`config.mk`:
```
export PLATFORM = sky130hd
export DESIGN_NAME = fe2de_inst_queue
export DESIGN_NICKNAME = d
export VERILOG_FILES = /design/src/rtl/fe2de_inst_queue_pkg.sv /design/src/rtl/fe2de_inst_queue_mem.sv /design/src/rtl/fe2de_inst_queue.sv
export SDC_FILE = /design/constraint.sdc
export NUM_CORES = 1
export LEC_CHECK = 0
export ABC_AREA = 1
export CAP_MARGIN = 25
export CORE_ASPECT_RATIO = 0.8
export CORE_UTILIZATION = 63
export CTS_CLUSTER_DIAMETER = 40
export DETAILED_ROUTE_END_ITERATION = 12
export GPL_ROUTABILITY_DRIVEN = 0
export PLACE_DENSITY = 0.95
export SLEW_MARGIN = 20
export SYNTH_ARGS = -nofsm -noshare
export SYNTH_HDL_FRONTEND = slang
export SYNTH_HIERARCHICAL = 1
export SYNTH_SLANG_ARGS = --single-unit
```
`constraint.sdc`:
```
create_clock -name clk -period 15.67 [get_ports clk]
set_clock_uncertainty 0.1 [all_clocks]
set_input_delay 3.134 -clock clk [delete_from_list [all_inputs] [get_ports clk]]
set_output_delay 3.134 -clock clk [all_outputs]
set_load 0.01 [all_outputs]
```
`src/rtl/fe2de_inst_queue_pkg.sv`:
```
// Shared fetch/decode definitions: default PC width and the layout of a
// queued instruction entry {pc, ir, rv16, predict_taken}.
package fe2de_inst_queue_pkg;

  localparam int unsigned XLEN_DEF = 32;
  localparam int unsigned IR_W     = 32;

  // Entry field offsets, LSB first.
  localparam int unsigned PT_OFF   = 0;
  localparam int unsigned RV16_OFF = 1;
  localparam int unsigned IR_OFF   = 2;
  localparam int unsigned PC_OFF   = IR_OFF + IR_W;

  localparam logic [6:0] OPC_BRANCH = 7'b1100011;
  localparam logic [6:0] OPC_JAL    = 7'b1101111;
  localparam logic [6:0] OPC_JALR   = 7'b1100111;

  function automatic int unsigned entry_width(input int unsigned xlen);
    return xlen + PC_OFF;
  endfunction

endpackage

```
`src/rtl/fe2de_inst_queue_mem.sv`:
```
// Register-array storage for the instruction queue: one synchronous write
// port and one asynchronous read port, all entries cleared on reset.
module iq_mem #(
  parameter int unsigned WIDTH = 66,
  parameter int unsigned DEPTH = 4
) (
  input  logic                     clk,
  input  logic                     rst,
  input  logic                     we,
  input  logic [$clog2(DEPTH)-1:0] waddr,
  input  logic [WIDTH-1:0]         wdata,
  input  logic [$clog2(DEPTH)-1:0] raddr,
  output logic [WIDTH-1:0]         rdata
);

  logic [WIDTH-1:0] mem [DEPTH];

  always_ff @(posedge clk or posedge rst) begin
    if (rst) begin
      for (int unsigned i = 0; i < DEPTH; i++) begin
        mem[i] <= '0;
      end
    end else if (we) begin
      mem[waddr] <= wdata;
    end
  end

  assign rdata = mem[raddr];

endmodule

```
`src/rtl/fe2de_inst_queue.sv`:
```
// Instruction queue between fetch and decode with decode backpressure,
// wrong-path flush and optional empty-queue fall-through.
module fe2de_inst_queue
  import fe2de_inst_queue_pkg::*;
#(
  parameter int unsigned XLEN      = XLEN_DEF,
  parameter int unsigned DEPTH     = 4,
  parameter int unsigned BYPASS    = 1,
  parameter int unsigned AFULL_LVL = DEPTH - 1
) (
  input  logic                   clk,
  input  logic                   rst,
  input  logic                   fe_valid,
  input  logic [XLEN-1:0]        fe_pc,
  input  logic [31:0]            fe_ir,
  input  logic                   fe_rv16,
  input  logic                   fe_predict_taken,
  output logic                   fe_ready,
  output logic                   fe_afull,
  output logic                   de_valid,
  output logic [XLEN-1:0]        de_pc,
  output logic [31:0]            de_ir,
  output logic                   de_rv16,
  output logic                   de_predict_taken,
  input  logic                   de_ready,
  input  logic                   flush,
  output logic [$clog2(DEPTH):0] count
);

  localparam int unsigned AW = $clog2(DEPTH);
  localparam int unsigned CW = AW + 1;
  localparam int unsigned EW = entry_width(XLEN);
  localparam logic [CW-1:0] FULL_CNT  = CW'(DEPTH);
  localparam logic [CW-1:0] AFULL_CNT = CW'(AFULL_LVL);

  logic [AW-1:0] rd_ptr;
  logic [AW-1:0] wr_ptr;
  logic [CW-1:0] cnt_q;
  logic          empty;
  logic          full;
  logic          bypass_take;
  logic          push;
  logic          pop;
  logic [EW-1:0] wdata;
  logic [EW-1:0] rdata;

  assign empty = (cnt_q == '0);
  assign full  = (cnt_q == FULL_CNT);

  // Status flags come from the count register only, never from de_ready/flush.
  assign fe_ready = !full;
  assign fe_afull = (cnt_q >= AFULL_CNT);
  assign count    = cnt_q;

  assign bypass_take = (BYPASS != 0) && empty && fe_valid && de_ready;
  assign push        = fe_valid && fe_ready && !flush && !bypass_take;
  assign pop         = de_valid && de_ready && !empty;

  always_comb begin
    wdata                     = '0;
    wdata[PC_OFF +: XLEN]     = fe_pc;
    wdata[IR_OFF +: IR_W]     = fe_ir;
    wdata[RV16_OFF]           = fe_rv16;
    wdata[PT_OFF]             = fe_predict_taken;
  end

  iq_mem #(
    .WIDTH (EW),
    .DEPTH (DEPTH)
  ) u_iq_mem (
    .clk   (clk),
    .rst   (rst),
    .we    (push),
    .waddr (wr_ptr),
    .wdata (wdata),
    .raddr (rd_ptr),
    .rdata (rdata)
  );

  // Head select must stay independent of flush: flush is derived from de_ir.
  always_comb begin
    de_valid         = 1'b0;
    de_pc            = rdata[PC_OFF +: XLEN];
    de_ir            = rdata[IR_OFF +: IR_W];
    de_rv16          = rdata[RV16_OFF];
    de_predict_taken = rdata[PT_OFF];
    if (!empty) begin
      de_valid = 1'b1;
    end else if (BYPASS != 0) begin
      de_valid         = fe_valid;
      de_pc            = fe_pc;
      de_ir            = fe_ir;
      de_rv16          = fe_rv16;
      de_predict_taken = fe_predict_taken;
    end
  end

  always_ff @(posedge clk or posedge rst) begin
    if (rst) begin
      rd_ptr <= '0;
      wr_ptr <= '0;
      cnt_q  <= '0;
    end else if (flush) begin
      rd_ptr <= '0;
      wr_ptr <= '0;
      cnt_q  <= '0;
    end else begin
      if (push) begin
        wr_ptr <= wr_ptr + AW'(1);
      end
      if (pop) begin
        rd_ptr <= rd_ptr + AW'(1);
      end
      case ({push, pop})
        2'b10:   cnt_q <= cnt_q + CW'(1);
        2'b01:   cnt_q <= cnt_q - CW'(1);
        default: cnt_q <= cnt_q;
      endcase
    end
  end

endmodule

```
# ---- After elaboration in Yosys (flattened, before gate mapping)
# Cells that the tools add are included.
dict set report word_totals {
  reg_bits 271
  out_inout_bits 72
  input_bits 71
}
dict set report op_classes {
  reduce_logical 16
  addsub 4
  n_lt_le_gt_ge 4
  eq_ne 3
  n_bitwise 2
  n_mux 17
}
# operator n
set op_table {}
lappend op_table {{264-bit bitwise mux} 1}
lappend op_table {{66-bit 2-to-1 mux} 3}
lappend op_table {{66-bit binary-select mux with 2-bit select} 1}
lappend op_table {{66-bit demux with 2-bit select} 1}
lappend op_table {{32-bit 2-to-1 mux} 2}
lappend op_table {{1-bit logical AND} 8}
lappend op_table {{2-bit 2-to-1 mux} 4}
lappend op_table {{3-bit greater-or-equal comparator, second input constant} 2}
lappend op_table {{2-bit NOT with 3-bit output} 2}
lappend op_table {{3-bit one-hot mux with 2 select lines} 1}
lappend op_table {{2-bit by 1-bit adder with 2-bit output, second input constant} 2}
lappend op_table {{1-bit logical NOT} 4}
lappend op_table {{2-bit nonzero test} 2}
lappend op_table {{3-bit by 1-bit adder with 3-bit output, second input constant} 1}
lappend op_table {{3-bit equality test, second input constant} 1}
lappend op_table {{3-bit by 2-bit greater-or-equal comparator with 1-bit output, second input constant} 1}
lappend op_table {{3-bit logical NOT} 1}
lappend op_table {{3-bit by 1-bit < comparator with 1-bit output, second input constant} 1}
lappend op_table {{1-bit 2-to-1 mux} 3}
lappend op_table {{3-bit 2-to-1 mux} 1}
lappend op_table {{3-bit nonzero test} 1}
lappend op_table {{3-bit by 1-bit subtractor with 3-bit output, second input constant} 1}
lappend op_table {{2-bit by 1-bit equality test with 1-bit output, second input constant} 1}
lappend op_table {{2-bit equality test, second input constant} 1}

# ---- Logic depth before layout (Yosys ltp)
# Gate-level depths: netlist (run 1).
dict set report depth {
  depth_word 8
  ltp_mapped 10
  ltp_nobuf 10
}

# ---- Hierarchy
# The synthesis (run 1) kept the hierarchy.
# module n_inst area_per_inst_um2 cells_per_inst seq_area_each_um2
set modules_own_cells {}
lappend modules_own_cells {iq_mem 1 13669.4 1929 6606.3}
lappend modules_own_cells {fe2de_inst_queue 1 1313.8 279 175.2}

# ---- Worst setup path after synthesis (run 1)
# No wires, ideal clock.
dict set report synth_timing {
  kind {in2out}
  start {input fe_valid}
  end {output de_valid}
  arrival_time_ns 3.440
  required_time_ns 12.436
  cell_stages 1
  setup_slack_ns 8.996
  path_buffers 0
  cell_sequence {or2_2}
}
dict set report synth_via {
  elab_chain_cells 1
}
# element line_no
set synth_lines {}
lappend synth_lines {{start: declaration} fe2de_inst_queue.sv:13} ;# input logic fe_valid,
lappend synth_lines {{1-bit 2-to-1 mux} fe2de_inst_queue.sv:87} ;# if (!empty) begin
lappend synth_lines {{end: declaration} fe2de_inst_queue.sv:20} ;# output logic de_valid,
# No other way between the ends.

# ---- Final worst setup path (run 1)
dict set report layout_timing {
  start {input fe_pc[31]}
  end {output de_pc[31]}
}
dict set report layout_via {
  elab_chain_cells 1
}
# element line_no
set layout_lines {}
lappend layout_lines {{start: declaration} fe2de_inst_queue.sv:14} ;# input logic [XLEN-1:0] fe_pc,
lappend layout_lines {{32-bit 2-to-1 mux} fe2de_inst_queue.sv:87}
lappend layout_lines {{end: declaration} fe2de_inst_queue.sv:21} ;# output logic [XLEN-1:0] de_pc,
# No other way between the ends.

==> impl_metrics.csv, run 1 <==
group,metric,value,unit
final_layout,multi_input_area,0.00618,mm^2
critical_path,endpoint_kind,"primary output",
floorplan,num_io_pins,143,
power_and_ir_drop,vdd_drop_max,0.000134,V
place,hpwl,22.2,mm
final_layout,final_cell_mix,"nand2_1 (1,016), inv_1 (338), dfrtp_1 (267)",
floorplan,die_y,140,um
route,drt_iter0_drc,2073,
floorplan,start_util,64.0,%
critical_path,rrSetupSlack,11.73,ns
cts,cts_resized,0,
cts,cts_tree,"yes",
critical_path,crit_path_cell_trace,"clkdlybuf4s50_1, nand2_1, nand2_1, clkdlybuf4s50_1",
route,wl_per_cell,16.5,um
cts,cts_root_buf,"clkbuf_16",
critical_path,crit_family,"buffers and inverters",
critical_path,path_buf_inv,2,
synthesis,synth_top_family_by_area,"simple AND/OR/NAND/NOR gates",
cts,cts_sinks,271,
synthesis,ys_ff_latch,271,
sta,max_clock_freq,0.128,GHz
final_layout,final_util,74.9,%
route,drtAntennaViolNets,0,
cts,cts.clk_slew.worst_paths,0.05,ns
sta,slew_violations,0,
power_and_ir_drop,p_leak,9.75,nW
power_and_ir_drop,power_density,197,mW/mm^2
route,routed_wl,42.8,mm
grt,grt_util_all_layers,35.4,%
sta,worst_slew_pin_slew,1.08,ns
route,dr.pass1.iters,6,
critical_path,rr_worst_depth,9,
outcome,status,"finished clean",
cts,numCtsBuffers,37,
final_layout,drive_above_1_share,4.59,%
route,viasPerCell,5.73,
final_layout,fin_cells,2599,
critical_path,start_kind,"input pin",
place,placedCellCount,2530,
cts,htreeDepth,2,
place,portBuffers,142,
synthesis,muxShareOfSynthArea,0,%
critical_path,critical-path-slowest-cell,"clkdlybuf4s50_1",
sta,finalSetupTns,0,ns
grt,grt_overflow,0,
route,drt-met1-wl,16.3,mm
synthesis,syn-num-nets,2280,
synthesis,synthCells,2208,
cts,cts_buffer_depth,3,
final_layout,nets,2331,
floorplan,die_w,174,um
route,route.met3.wl,4.55,mm
route,top_layer_used,"met4",
synthesis,syn_avg_cell_area,6.79,um^2
route,vias,14900,
sta,finalSetupViolCount,0,
cts,post-cts-setup-buffers,0,
grt,grt_pass1_vias,14600,
grt,grt_pass1_wl,70.2,mm
synthesis,ys_warn_count,6,
critical_path,crit_arrival,4.55,ns
final_layout,final_common_cell,"nand2_1",
critical_path,path_class,"input pin to primary output",
final_layout,seqCellArea,0.00679,mm^2
critical_path,path_max_fanout,5,
route,remaining_drc_errors,0,
synthesis,synthAdderAreaFrac,0.134,%
sta,timing.slew.headroom,28.3,%
floorplan,coreArea,0.0234,mm^2
cts,insertion_delay,0.51,ns
final_layout,nFillCells,1639,
synthesis,syn_area,0.0150,mm^2
sta,finalCriticalPeriod,7.79,ns
synthesis,synth_compound_area_share,2.51,%
critical_path,critPathRequiredTime,12.44,ns
floorplan,rows,50,
critical_path,cp.depth,4,
cts,postCtsHoldBufs,0,
route,met2RoutedLength,20.7,mm
grt,antenna_found_initial,0,
synthesis,synth-xor-area-share,0.117,%
sta,rsz0062_at_grt,"false",
hold_path,hp-class,"register to register",
final_layout,areaGrowthSynthToFinish,17.0,%
grt,grt_max_degree,141,
sta,timing.final.crit_share,49.7,%
final_layout,insertedDiodeCount,0,
synthesis,seq_area_frac_synth,45.3,%
floorplan,die_area,0.0244,mm^2
synthesis,synth.distinct_cells,25,
synthesis,yosys.area_share.simple,38.3,%
job,max_cap_viol_count,0,
sta,finalHoldViolations,0,
critical_path,max_stage_delay,0.63,ns
hold_path,min_path_cells,2,
## final timing paths
kind | end | from
max reg2reg | u_iq_mem/mem[18] | count[2]
min reg2reg | u_iq_mem/mem[89] | u_iq_mem/mem[89]
min in group asynchronous | wr_ptr[0] | rst
max | de_pc[31] | fe_pc[31]
min | u_iq_mem/mem[89] | u_iq_mem/mem[89]
max in group asynchronous | u_iq_mem/mem[233] | rst
## power breakdown
group / leakage, nW / internal, W / switching, W
registers: 3.52 / 0.000964 / 0.000166
clock network: 0.615 / 0.000519 / 0.000322
logic: 5.61 / 0.000581 / 0.000901
## kinds of logic (layout without fill, tap and decap cells)
family / Yosys count / after routing
AO/OA/AOI/OAI: 72 / 72
XOR/XNOR: 2 / 2
adder cells (fa/ha/maj): 1 / 1
buffers and inverters: 496 / 575
flip-flops: 271 / 271
AND/OR/NAND/NOR: 1366 / 1366
## worst register-to-register path, cell delays in order, from the launching register on
cell	delay (ns)
dfrtp_1	0.46
inv_2	0.15
nand2_1	0.11
a21oi_4	0.14
buf_4	0.44
buf_4	0.65
nand3_4	0.85
buf_4	0.64
nand2_1	0.16
o21ai_0	0.11
## per-layer routing
metal / vias up / track usage, %
li1: 6873 / -
met1: 6887 / 44.9
met2: 987 / 58.9
met3: 143 / 6.30
met4: 0 / 17.5
met5: - / 0
## metrics by stage
| stage | worst slack [ns] | instance area (um^2) | power, W | hold WS, ns |
|---|---|---|---|---|
| 2_1_floorplan | 5.17 | 15000 | 0.00204 | 0.342 |
| 3_3_place_gp | 7.92 | 16200 | 0.00249 | 0.353 |
| 3_5_place_dp | 7.92 | 16200 | 0.00256 | 0.358 |
| 4_1_cts | 7.92 | 17500 | 0.00343 | 0.371 |
| 5_1_grt | 7.89 | 17500 | 0.00368 | 0.380 |
| 6_report | 7.88 | 17500 | 0.00345 | 0.365 |
## cells in the mapped netlist
cell type,n,share of area (%)
dfrtp_1,271,45
clkbuf_1,48,1.2
inv_1,340,8.5
a21oi_1,2,0.067
a21oi_4,1,0.11
nand4_1,132,5.5
nor2_4,2,0.15
buf_4,12,0.60
buf_1,5,0.13
or2_2,1,0.042
buf_6,5,0.38
a31oi_1,1,0.042
xnor2_1,1,0.058
fa_1,1,0.13
nand3_1,206,6.9
nand2_2,1,0.042
a21oi_2,1,0.058
nand3_2,1,0.067
buf_2,81,2.7
nand2_1,1017,25
o21ai_0,51,1.7
o21ai_1,16,0.53
nor2_1,6,0.15
xor2_1,1,0.058
inv_2,5,0.13
## final cells by class
| cell class | instances | area share, % |
|---|---|---|
| flip-flops and latches | 271 | 38.7 |
| multi-input cells | 1441 | 35.3 |
| repair buffers | 163 | 9.24 |
| inverters | 345 | 7.44 |
| clock buffers | 49 | 6.12 |
| well taps | 312 | 2.23 |
| clock inverters | 18 | 0.978 |
## flip-flops by register name (all words and copies together) (netlist names)
register      cells
u_iq_mem/mem    264
wr_ptr            2
count             3
rd_ptr            2
(Power assumes the default switching activity.)
==> inputs of run 2 (changes only) <==
CORE_UTILIZATION = 58   (was 63)
PLACE_DENSITY = 0.92   (was 0.95)
clock period = 7.8 ns   (was 15.67 ns; I/O delays follow)
==> impl_metrics.csv, run 2 (synthesized netlist as in run 1, its figures left out) <==
group,metric,value,unit
floorplan,die_area,0.0265,mm^2
critical_path,path_class,"register to primary output",
hold_path,hold_start,"u_iq_mem/mem[229]",
critical_path,rr_worst_depth,8,
power_and_ir_drop,p_clk_share,22.3,%
hold_path,holdPathEnd,"u_iq_mem/mem[229]",
power_and_ir_drop,vdd_drop_max,0.000298,V
critical_path,path_max_fanout,80,
floorplan,start_util,59.2,%
cts,cts_root_buf,"clkbuf_16",
cts,cts_tree,"yes",
cts,cts_resized,0,
final_layout,final_common_cell,"nand2_1",
cts,postCtsHoldBufs,0,
route,routed_wl,42.1,mm
floorplan,die_w,182,um
job,max_cap_viol_count,0,
final_layout,nets,2327,
sta,finalSetupViolCount,0,
power_and_ir_drop,swShare,40.9,%
route,dr.pass1.iters,5,
critical_path,start_kind,"register",
sta,slew_violations,0,
critical_path,path_buf_inv,3,
critical_path,crit_family,"buffers and inverters",
critical_path,crit_top_cell,"nand2_1",
cts,numCtsBuffers,31,
route,remaining_drc_errors,0,
sta,finalSetupTns,0,ns
grt,grt_pass1_wl,69.3,mm
cts,post-cts-setup-buffers,0,
floorplan,num_io_pins,143,
power_and_ir_drop,power_density,388,mW/mm^2
cts,cts.clk_slew.worst_paths,0.06,ns
grt,grt_max_degree,119,
power_and_ir_drop,switchingPower,0.00276,W
route,drt_iter0_drc,1728,
cts,insertion_delay,0.56,ns
final_layout,areaGrowthSynthToFinish,15.9,%
critical_path,r2r-end,"u_iq_mem/mem[127]",
final_layout,insertedDiodeCount,0,
place,placed_area,0.0163,mm^2
critical_path,endpoint_kind,"primary output",
final_layout,drive_above_1_share,4.39,%
final_layout,top_register,"u_iq_mem/mem",
sta,timing.slew.headroom,29.9,%
critical_path,rrSetupSlack,4.37,ns
cts,cts_sinks,271,
grt,antenna_found_initial,0,
outcome,status,"finished clean",
grt,grt_pass1_vias,14200,
critical_path,max_stage_delay,0.79,ns
sta,finalCriticalPeriod,5.57,ns
hold_path,hp-class,"register to register",
route,wl_per_cell,16.2,um
critical_path,critPathRequiredTime,6.14,ns
floorplan,coreArea,0.0253,mm^2
final_layout,fin_cells,2603,
final_layout,final_cell_mix,"nand2_1 (1,016), inv_1 (338), dfrtp_1 (267)",
route,viasPerCell,5.62,
final_layout,final_area,0.0174,mm^2
power_and_ir_drop,p_leak,9.65,nW
cts,cts_buffer_depth,3,
grt,grt_overflow,0,
hold_path,min_path_cells,2,
critical_path,crit_arrival,3.91,ns
sta,worst_slew_pin_slew,1.05,ns
floorplan,rows,52,
final_layout,largest_register_ffs,264,
place,portBuffers,142,
power_and_ir_drop,power_frac_seq,34.0,%
route,drtAntennaViolNets,0,
place,hpwl,22.7,mm
grt,grt_util_all_layers,31.9,%
power_and_ir_drop,internal_power,0.00398,W
critical_path,critical-path-slowest-cell,"dfrtp_4",
cts,htreeDepth,1,
critical_path,r2r_start,"count[2]",
critical_path,crit_path_cell_trace,"inv_4, buf_4, nand2_1, nand3_1, nand2_1, nand2_1, nand2_1, clkdlybuf4s50_1",
sta,max_clock_freq,0.180,GHz
route,vias,14600,
floorplan,die_y,146,um
sta,timing.final.crit_share,71.4,%
sta,finalHoldViolations,0,
place,placedCellCount,2545,
power_and_ir_drop,pwr-share-comb,43.7,%
sta,rsz0062_at_grt,"false",
==> run 2: cell types whose count changed in the layout (fill, tap and decap cells not counted), sizes merged <==
cell,before,now
buf,21,23
bufinv,2,3
clkbuf,49,37
clkinv,9,8
clkinvlp,2,5
inv,350,349
==> run 2: cell type report <==
class	count	area [um^2]
clock buffers	37	848
clock inverters	20	216
fillers	1992	7940
inverters	345	1300
multi-input cells	1441	6180
flip-flops and latches	271	6790
well taps	324	405
repair buffers	165	1630
==> run 2: worst max path at each step <==
| stage | from | endpoint | slack, ns | cells after the start |
|---|---|---|---|---|
| floorplan | rst | u_iq_mem/mem[0] | 2.66 | 1 |
| global placement | flush | u_iq_mem/mem[92] | 2.99 | 9 |
| detailed placement | flush | u_iq_mem/mem[91] | 2.85 | 9 |
| CTS | rd_ptr[0] | de_pc[19] | 2.28 | 8 |
| global route | rd_ptr[0] | de_pc[19] | 2.02 | 8 |
| finish | rd_ptr[0] | de_pc[19] | 2.23 | 8 |
==> run 2: through the flow <==
| stage | utilization (%) | power (W) | hold slack, ns | setup WS, ns |
|---|---|---|---|---|
| finish | 68.6 | 0.00674 | 0.369 | 2.23 |
| detailed placement | 64.3 | 0.00516 | 0.358 | 2.85 |
| CTS | 68.5 | 0.00671 | 0.372 | 2.28 |
| global placement | 64.2 | 0.00503 | 0.353 | 2.99 |
| floorplan | - | 0.00409 | 0.342 | 2.66 |
| global route | 68.6 | 0.00721 | 0.384 | 2.02 |
==> run 2: power by group through the flow <==
| stage | Combinational, W | Clock (W) | Sequential (W) |
|---|---|---|---|
| floorplan | 0.00192 | 0 | 0.00217 |
| global placement | 0.00277 | 0 | 0.00226 |
| detailed placement | 0.00287 | 0 | 0.00229 |
| CTS | 0.00291 | 0.00151 | 0.00228 |
| global route | 0.00329 | 0.00157 | 0.00235 |
| finish | 0.00295 | 0.00150 | 0.00229 |
==> run 2: tightest hold or removal path, delay by kind of cell (launching register included) <==
kind	cells	cell delay, ns
DFF	1	0.34
and+or+nand+nor	2	0.10
==> run 2: routing by layer <==
layer / part of all wire, % / up-vias / wire length, um / track usage, %
met5: 0 / - / 0 / 0
met4: 3.4 / 0 / 1410 / 12.8
met3: 10 / 132 / 4310 / 5.23
met2: 47 / 865 / 19900 / 52.7
met1: 39 / 6796 / 16400 / 42.1
li1: - / 6840 / - / -
==> inputs of run 3 (changes only) <==
clock period = 5.4 ns   (was 7.8 ns; I/O delays follow)
==> impl_metrics.csv, run 3 (synthesized netlist as in run 1, its figures left out) <==
group,metric,value,unit
sta,slew_violations,0,
final_layout,nets,2338,
floorplan,start_util,59.2,%
route,vias,14700,
cts,numCtsBuffers,35,
hold_path,hold_start,"u_iq_mem/mem[229]",
critical_path,r2r_start,"count[2]",
sta,rsz0062_at_grt,"false",
cts,cts_sinks,271,
route,routed_wl,42.2,mm
critical_path,max_stage_delay,0.69,ns
cts,cts_tree,"yes",
grt,antenna_found_initial,0,
critical_path,endpoint_kind,"primary output",
sta,timing.final.crit_share,82.1,%
place,placedCellCount,2551,
route,drt_iter0_drc,2003,
cts,htreeDepth,2,
sta,finalSetupViolCount,0,
sta,max_clock_freq,0.226,GHz
final_layout,largest_register_ffs,264,
floorplan,coreArea,0.0253,mm^2
route,wl_per_cell,16.1,um
job,max_cap_viol_count,0,
critical_path,start_kind,"register",
critical_path,crit_top_cell,"nand2_1",
floorplan,die_area,0.0265,mm^2
final_layout,drive_above_1_share,4.71,%
critical_path,path_max_fanout,34,
critical_path,critical-path-slowest-cell,"inv_2",
final_layout,areaGrowthSynthToFinish,17.4,%
grt,grt_max_degree,115,
route,remaining_drc_errors,0,
cts,cts_resized,0,
sta,worst_slew_pin_slew,1.01,ns
cts,post-cts-setup-buffers,0,
route,viasPerCell,5.61,
power_and_ir_drop,power_density,570,mW/mm^2
power_and_ir_drop,vdd_drop_max,0.000378,V
grt,grt_pass1_vias,14200,
route,drtAntennaViolNets,0,
floorplan,die_w,182,um
critical_path,crit_path_cell_trace,"nor2_4, nand2_2, inv_2, buf_12, nand2_1, nand2_1, clkdlybuf4s50_1",
cts,cts_root_buf,"clkbuf_16",
sta,timing.slew.headroom,32.8,%
floorplan,rows,52,
power_and_ir_drop,p_leak,9.75,nW
cts,cts_buffer_depth,3,
place,portBuffers,142,
final_layout,nFillCells,1888,
sta,finalCriticalPeriod,4.43,ns
outcome,status,"finished clean",
critical_path,critPathRequiredTime,4.22,ns
final_layout,top_register,"u_iq_mem/mem",
floorplan,die_y,146,um
hold_path,hp-class,"register to register",
grt,grt_pass1_wl,69.0,mm
cts,cts.clk_slew.worst_paths,0.06,ns
final_layout,final_util,69.5,%
final_layout,insertedDiodeCount,0,
final_layout,final_cell_mix,"nand2_1 (1,016), inv_1 (338), dfrtp_1 (267)",
cts,insertion_delay,0.51,ns
cts,postCtsHoldBufs,0,
floorplan,num_io_pins,143,
final_layout,final_common_cell,"nand2_1",
place,dp_slack,1.26,ns
sta,setup_slack,0.967,ns
grt,grt_overflow,0,
critical_path,crit_path_start,"count[1]",
sta,finalHoldViolations,0,
critical_path,path_class,"register to primary output",
route,dr.pass1.iters,6,
critical_path,rrSetupSlack,2.30,ns
critical_path,crit_arrival,3.25,ns
sta,finalSetupTns,0,ns
place,hpwl,23.2,mm
final_layout,fin_cells,2615,
grt,grt_util_all_layers,31.7,%
-- run 3: worst paths after layout --
kind / end / depth (start not counted)
min: u_iq_mem/mem[229] / 2
min reg2reg: u_iq_mem/mem[229] / 2
max: de_ir[2] / 7
max in group asynchronous: u_iq_mem/mem[34] / 4
max reg2reg: u_iq_mem/mem[134] / 8
min in group asynchronous: wr_ptr[0] / 2
-- run 3: where the power goes --
group / internal, W / total [W] / leakage (nW) / switching, W
clock: 0.00150 / 0.00245 / 0.586 / 0.000945
combinational: 0.00171 / 0.00426 / 5.64 / 0.00255
sequential: 0.00280 / 0.00331 / 3.52 / 0.000518
total: 0.00601 / 0.0100 / 9.75 / 0.00401
-- run 3: per-stage QoR --
step	area, um^2	hold WS [ns]	power (W)
after floorplan	15000	0.342	0.00591
after global placement	16300	0.353	0.00728
after detailed placement	16300	0.358	0.00746
after CTS	17500	0.373	0.00996
after global routing	17600	0.380	0.0107
final	17600	0.370	0.0100
-- run 3: metal layers --
layer | GRT usage [%] | up-vias | routed length [um]
met5 | 0 | - | 0
met4 | 14.1 | 0 | 1300
met3 | 5.68 | 123 | 4310
met2 | 51.6 | 867 | 19900
met1 | 41.7 | 6822 | 16700
li1 | - | 6859 | -
-- run 3: critical path, delay by kind of cell (launching register included) --
family / cells / cell delay (ns)
buf+inv: 3 / 1.49
simple gates: 4 / 0.76
flops: 1 / 0.46
-- run 3: cell type report --
class	instances	area [um^2]	area share, %
clock inverters	17	233	1.32
repair buffers	172	1700	9.69
inverters	345	1300	7.40
multi-input cells	1441	6180	35.1
well taps	324	405	2.30
clock buffers	45	986	5.60
flip-flops and latches	271	6790	38.6
